$ cat config.mk
export PLATFORM = sky130hd
export DESIGN_NAME = pc_sequencer
export DESIGN_NICKNAME = d
export VERILOG_FILES = /design/src/rtl/pc_sequencer.sv
export SDC_FILE = /design/constraint.sdc
export NUM_CORES = 1
export LEC_CHECK = 0
export BUFFER_PORTS_ARGS = -buffer_cell sky130_fd_sc_hd__buf_2
export CAP_MARGIN = 30
export CORE_ASPECT_RATIO = 1.5
export CORE_UTILIZATION = 56
export CTS_CLUSTER_DIAMETER = 30
export DETAILED_ROUTE_END_ITERATION = 10
export HOLD_SLACK_MARGIN = 0.06
export PLACE_DENSITY = 0.85
export SYNTH_ARGS = -nofsm -noshare
export SYNTH_HDL_FRONTEND = slang
export SYNTH_SLANG_ARGS = --single-unit
$ cat constraint.sdc
create_clock -name CLK -period 5.7 [get_ports CLK]
set_input_delay 1.14 -clock CLK [delete_from_list [all_inputs] [get_ports CLK]]
set_output_delay 1.14 -clock CLK [all_outputs]
set_load 0.005 [all_outputs]
$ cat src/rtl/pc_sequencer.sv
// rtl/pc_sequencer.sv - run-control FSM driving PC init/jump/branch, with done detection and run counters
module pc_sequencer #(
    parameter int MAX_CYCLES = 1024,
    parameter int CNT_W      = 16
) (
    input  logic             CLK,
    input  logic             init_n,
    input  logic             start,
    input  logic             is_jump,
    input  logic             is_branch,
    input  logic             branch_cond,
    input  logic [6:0]       jump_target,
    input  logic             stall,
    input  logic [9:0]       pc_value,
    input  logic             pc_halt,
    output logic             pc_init,
    output logic             pc_jump_en,
    output logic             pc_branch_en,
    output logic [6:0]       pc_counter,
    output logic             running,
    output logic             done,
    output logic             timeout,
    output logic [CNT_W-1:0] cycle_count,
    output logic [CNT_W-1:0] retired_count
);

    typedef enum logic [1:0] {IDLE, INIT, RUN, DONE} state_t;

    localparam logic [CNT_W-1:0] LAST_CYCLE = CNT_W'(MAX_CYCLES - 1);

    state_t           state_q;
    logic             init_q;
    logic             running_q;
    logic             done_q;
    logic             timeout_q;
    logic [CNT_W-1:0] cycle_q;
    logic [CNT_W-1:0] retired_q;
    logic             retire_d;

    // Stall holds the PC by re-jumping to its own address; it outranks the decoder.
    always_comb begin
        pc_jump_en   = 1'b0;
        pc_branch_en = 1'b0;
        pc_counter   = 7'd0;
        retire_d     = 1'b0;
        if (state_q == RUN) begin
            pc_counter = jump_target;
            if (stall) begin
                pc_jump_en = 1'b1;
                pc_counter = pc_value[6:0];
            end else if (is_jump) begin
                pc_jump_en = 1'b1;
                retire_d   = 1'b1;
            end else if (is_branch && branch_cond) begin
                pc_branch_en = 1'b1;
                retire_d     = 1'b1;
            end else begin
                retire_d = 1'b1;
            end
        end
    end

    always_ff @(posedge CLK or negedge init_n) begin
        if (!init_n) begin
            state_q   <= IDLE;
            init_q    <= 1'b0;
            running_q <= 1'b0;
            done_q    <= 1'b0;
            timeout_q <= 1'b0;
            cycle_q   <= '0;
            retired_q <= '0;
        end else begin
            case (state_q)
                IDLE: begin
                    if (start) begin
                        state_q <= INIT;
                        init_q  <= 1'b1;
                    end
                end
                INIT: begin
                    state_q   <= RUN;
                    init_q    <= 1'b0;
                    running_q <= 1'b1;
                    cycle_q   <= '0;
                    retired_q <= '0;
                    timeout_q <= 1'b0;
                end
                RUN: begin
                    if (!(&cycle_q)) begin
                        cycle_q <= cycle_q + 1'b1;
                    end
                    if (retire_d && !(&retired_q)) begin
                        retired_q <= retired_q + 1'b1;
                    end
                    // A halt on the budget's last cycle is a normal end, not a timeout.
                    if (pc_halt || cycle_q == LAST_CYCLE) begin
                        state_q   <= DONE;
                        running_q <= 1'b0;
                        done_q    <= 1'b1;
                        timeout_q <= !pc_halt;
                    end
                end
                DONE: begin
                    if (start) begin
                        state_q <= INIT;
                        init_q  <= 1'b1;
                        done_q  <= 1'b0;
                    end
                end
                default: state_q <= IDLE;
            endcase
        end
    end

    assign pc_init       = init_q;
    assign running       = running_q;
    assign done          = done_q;
    assign timeout       = timeout_q;
    assign cycle_count   = cycle_q;
    assign retired_count = retired_q;

endmodule

Word level (Yosys, flattened, before mapping). Index checks and enable logic that the tools add are counted.

Output and inout port bits: 45. Input port bits: 25. Register bits: 38. Word-level logic and storage cells: 63.

Add/subtract/negate cells: 2. Equal/unequal tests: 9. Multiplexer cells: 27. Reduce and logical (&&, ||, !) cells: 18.

Operators by type and width (count): 16-bit one-hot mux with 2 select lines (2); 16-bit by 1-bit adder with 16-bit output, second input constant (2); 16-bit two-way mux (2); 16-bit AND reduction (2); 16-bit by 10-bit == test with 1-bit output, second input constant (1); 1-bit two-way mux (14); 7-bit two-way mux (2); 2-bit AND reduction (5); 1-bit one-hot mux with 2 select lines (4); 2-bit by 1-bit inequality test with 1-bit output, second input constant (3); 2-bit one-hot mux with 3 select lines (1); 2-bit nonzero test (3); 2-bit == test, second input constant (2); 2-bit two-way mux (2); 2-bit inequality test, second input constant (2); 3-bit AND reduction (1); 2-bit by 1-bit == test with 1-bit output, second input constant (1); 1-bit logical AND (2); 1-bit logical NOT (2); 2-bit logical NOT (1); 2-bit OR reduction (1); 1-bit logical OR (1).

Logic depth before layout (Yosys ltp).
Depth after elaboration: 5. Mapped depth: 8. Mapped depth without buffers: 7.

Worst setup path before layout. No wires, ideal clock.

Path kind: input-to-output. Start: input stall. End: output pc_counter[0]. Setup slack: 2.491 ns. Required time: 4.560 ns. Cell stages on the path: 4. Buffers on the path: 2. Arrival time: 2.069 ns. Cells stage by stage: clkbuf_1 > clkbuf_1 > mux2i_1 > nor2_1.

Longest elaborated chain between the ends: 2.

Ends and longest elaborated chain: start: declaration (line 13) `input logic stall,`; 7-bit two-way mux (line 48) `if (stall) begin`; 7-bit two-way mux (line 46) `if (state_q == RUN) begin`; end: declaration (line 19) `output logic [6:0] pc_counter,`.

Every way passes these cells.

Worst setup path in the final report.
Start: input stall. End: output pc_branch_en.

Longest elaborated chain between the ends: 2.

Ends and longest elaborated chain: 1-bit two-way mux (line 48); 1-bit two-way mux (line 46); end: declaration (line 18) `output logic pc_branch_en,`.

Every way passes these cells.

==> results.md <==
- Largest net degree at the start of global routing: 39
- Crit path cell chain: buf_2, nand2b_1, nor3_1, buf_2
- Post-synth top area share: 39.1%
- Fmax: 325 MHz
- Hold crit path type: reg -> reg
- Initial core utilization: 57.8%
- CP max FO: 17
- RSZ-0062 raised after global routing: no
- Total power draw: 861 uW
- Most used cell, CP: buf_2
- CP endpoint kind: output pin
- Skew-Pair Late Insertion Delay: 290 ps
- Number of flops mapped to enable cells by yosys: 0
- Slew Viols, Final: 0
- Status: finished clean
- Seq cells post-synth: 38
- IO Port Bufs: 66
- Commonest cells in the netlist: 38 x dfrtp_1, 31 x nor2_1, 24 x nand2_1
- Data arrival, critical path: 1940 ps
- Vias in the first global route: 2041
- Grt ovf: 0
- I/O pin cnt: 70
- First-pass GRT wire length: 8900 um
- First-iteration detailed-routing DRC count: 90
- Peak VDD IR: 0.275 mV
- Worst path required time: 4560 ps
- Fin crit period: 3080 ps
- Die Width: 55.8 um
- Pin slew with the least headroom to its limit: 848 ps
- Total die area: 4610 um2
- Num CTS Buffers: 5
- Seq/Total Area, Yosys: 39.1%
- Most common cell in the synthesized netlist: dfrtp_1
- CTS tree: done
- Synthesis Warnings: 0
- Skew final: 8.58 ps
- Syn_nets: 289
- GRT Total Usage: 25.0%
- Total number of vias: 2248
- Critical Path Source: stall
- DR pass1 iterations: 4
- Final hold violation count: 0
- Area contributors post-synth: dfrtp_1 39%, nor2_1 4.8%, mux2i_1 3.7%
- Top FF cell, synth: dfrtp_1
- Worst Setup EP: pc_branch_en
- Postcts setup bufs: 0
- Via density: 6.11
- Crit-path slowest cell: nand2b_1
- Ant. Diodes: 0
- DP Area: 2770 um2
- Leak pwr: 0.00141 uW
- Detail Route Antenna Nets: 0
- Die Ht: 82.7 um
- FFs w/ async S/R, synth: 100%
- H-tree levels: 2
- Setup TNS Final: 0 ps
- CTS resizes: 0
- Yosys top cell by area: dfrtp_1
- Final wirelength: 5590 um
- Share of layout cells above drive strength 1: 28.0%
- Hold Path Cell Cnt: 2
- Post-Synthesis Cells: 258
- Final Core Density: 68.1%
- Crit path launch type: input port
- CTS hold repair buffers: 0
- Cell Rows: 29
- Final setup vio count: 0
- Finished Layout Cells: 368
- Avg Inst Size Synth: 9.42 um2
- Clock Sink Count: 38
- Critical Path Max Stage Delay: 260 ps
- Critical path type: in -> out
- # DRC: 0
- Reg2Reg Setup Slack: 3270 ps
- Post-layout nets: 352
- Finished Cell Area: 2870 um2
- CORE AREA: 4210 um2
- Clock slew at reported path FFs: 80 ps
- Synth Cell Area: 2430 um2
- R2R Path End: cycle_count[5]
- Clock Tree Buf Depth: 2
- Max-cap check violation count: 0
- Fin crit share: 54.1%
- Gp weighted congestion: 0.813
- Final HPWL DP: 3910 um
- Avg WL per Cell: 15.2 um
- Post-synth cell types: 55
- Root buf cell: clkbuf_8
- Area Overhead vs Synth: 17.9%
- Slew headroom: 43.5%
- Worst r2r src: state_q[1]
- Placed Cells: 360
- Power Density: 301 nW/um2
- Reg2Reg Depth: 7
- Initial antenna violation count: 0
==> cell families after synthesis <==
| family | Yosys count | share of synthesized area, % |
|---|---|---|
| flip-flops | 38 | 39.1 |
| buffers and inverters | 18 | 3.40 |
| multiplexers | 9 | 3.71 |
| AO/OA/AOI/OAI | 62 | 19.0 |
| adder cells (fa/ha/maj) | 6 | 3.09 |
| XOR/XNOR | 12 | 4.32 |
| AND/OR/NAND/NOR | 113 | 27.4 |
==> worst min-delay path by stage <==
| stage | start | endpoint |
|---|---|---|
| after floorplan | running | running |
| after global placement | running | running |
| after detailed placement | running | running |
| after CTS | running | running |
| after global routing | running | running |
| final | running | running |
==> through the flow <==
step,hold slack (ps),worst slack (ps)
global route,576,2530
detailed placement,508,2620
finish,523,2620
floorplan,495,2490
CTS,528,2620
global placement,485,2620
==> cells in the final DEF (no fill, tap or decap), drive strengths merged, types with 2 or more instances in the layout <==
cell / count
ha: 6
nand3: 15
dfrtp: 38
nor4: 3
nor2: 33
a31oi: 4
inv: 6
a21oi: 6
mux2i: 9
nand4b: 2
xor2: 3
o211ai: 4
o21ai: 18
and3: 5
xnor2: 9
clkbuf: 6
and4: 2
clkinv: 2
a22o: 9
o22ai: 4
o41ai: 4
buf: 67
nand2: 24
nand4: 9
o31ai: 2
nor3: 12
nand2b: 3
==> registers in the layout, summed over array words and instances, names as in the netlist <==
register       flops
cycle_count       16
done               1
pc_init            1
retired_count     16
running            1
state_q            2
timeout            1
==> critical path, delay by kind of cell <==
| family | cells | cell delay (ps) |
|---|---|---|
| buffers and inverters | 2 | 360 |
| and+or+nand+nor | 2 | 450 |
==> report_power, final <==
group	internal [uW]	switching [uW]
Clock	97.2	97.9
Sequential	300	33.4
Combinational	120	212
Total	518	344
==> routing by layer <==
metal	GRT usage, %	vias to the layer above	part of all wire, %
met4	13.5	0	2.0
met3	6.23	10	3.7
met1	26.3	1085	40
met5	0	-	0
li1	-	1084	-
met2	46.0	69	54
==> area by class of cell <==
| class | count | area (um2) |
|---|---|---|
| clock inverter | 2 | 12.5 |
| multi-input combinational | 202 | 1400 |
| timing repair buffer | 67 | 338 |
| inverter | 7 | 26.3 |
| sequential | 38 | 951 |
| fill | 348 | 1340 |
| tap | 46 | 57.6 |
| clock buffer | 6 | 82.6 |
Power figures use the tool's default switching activity.
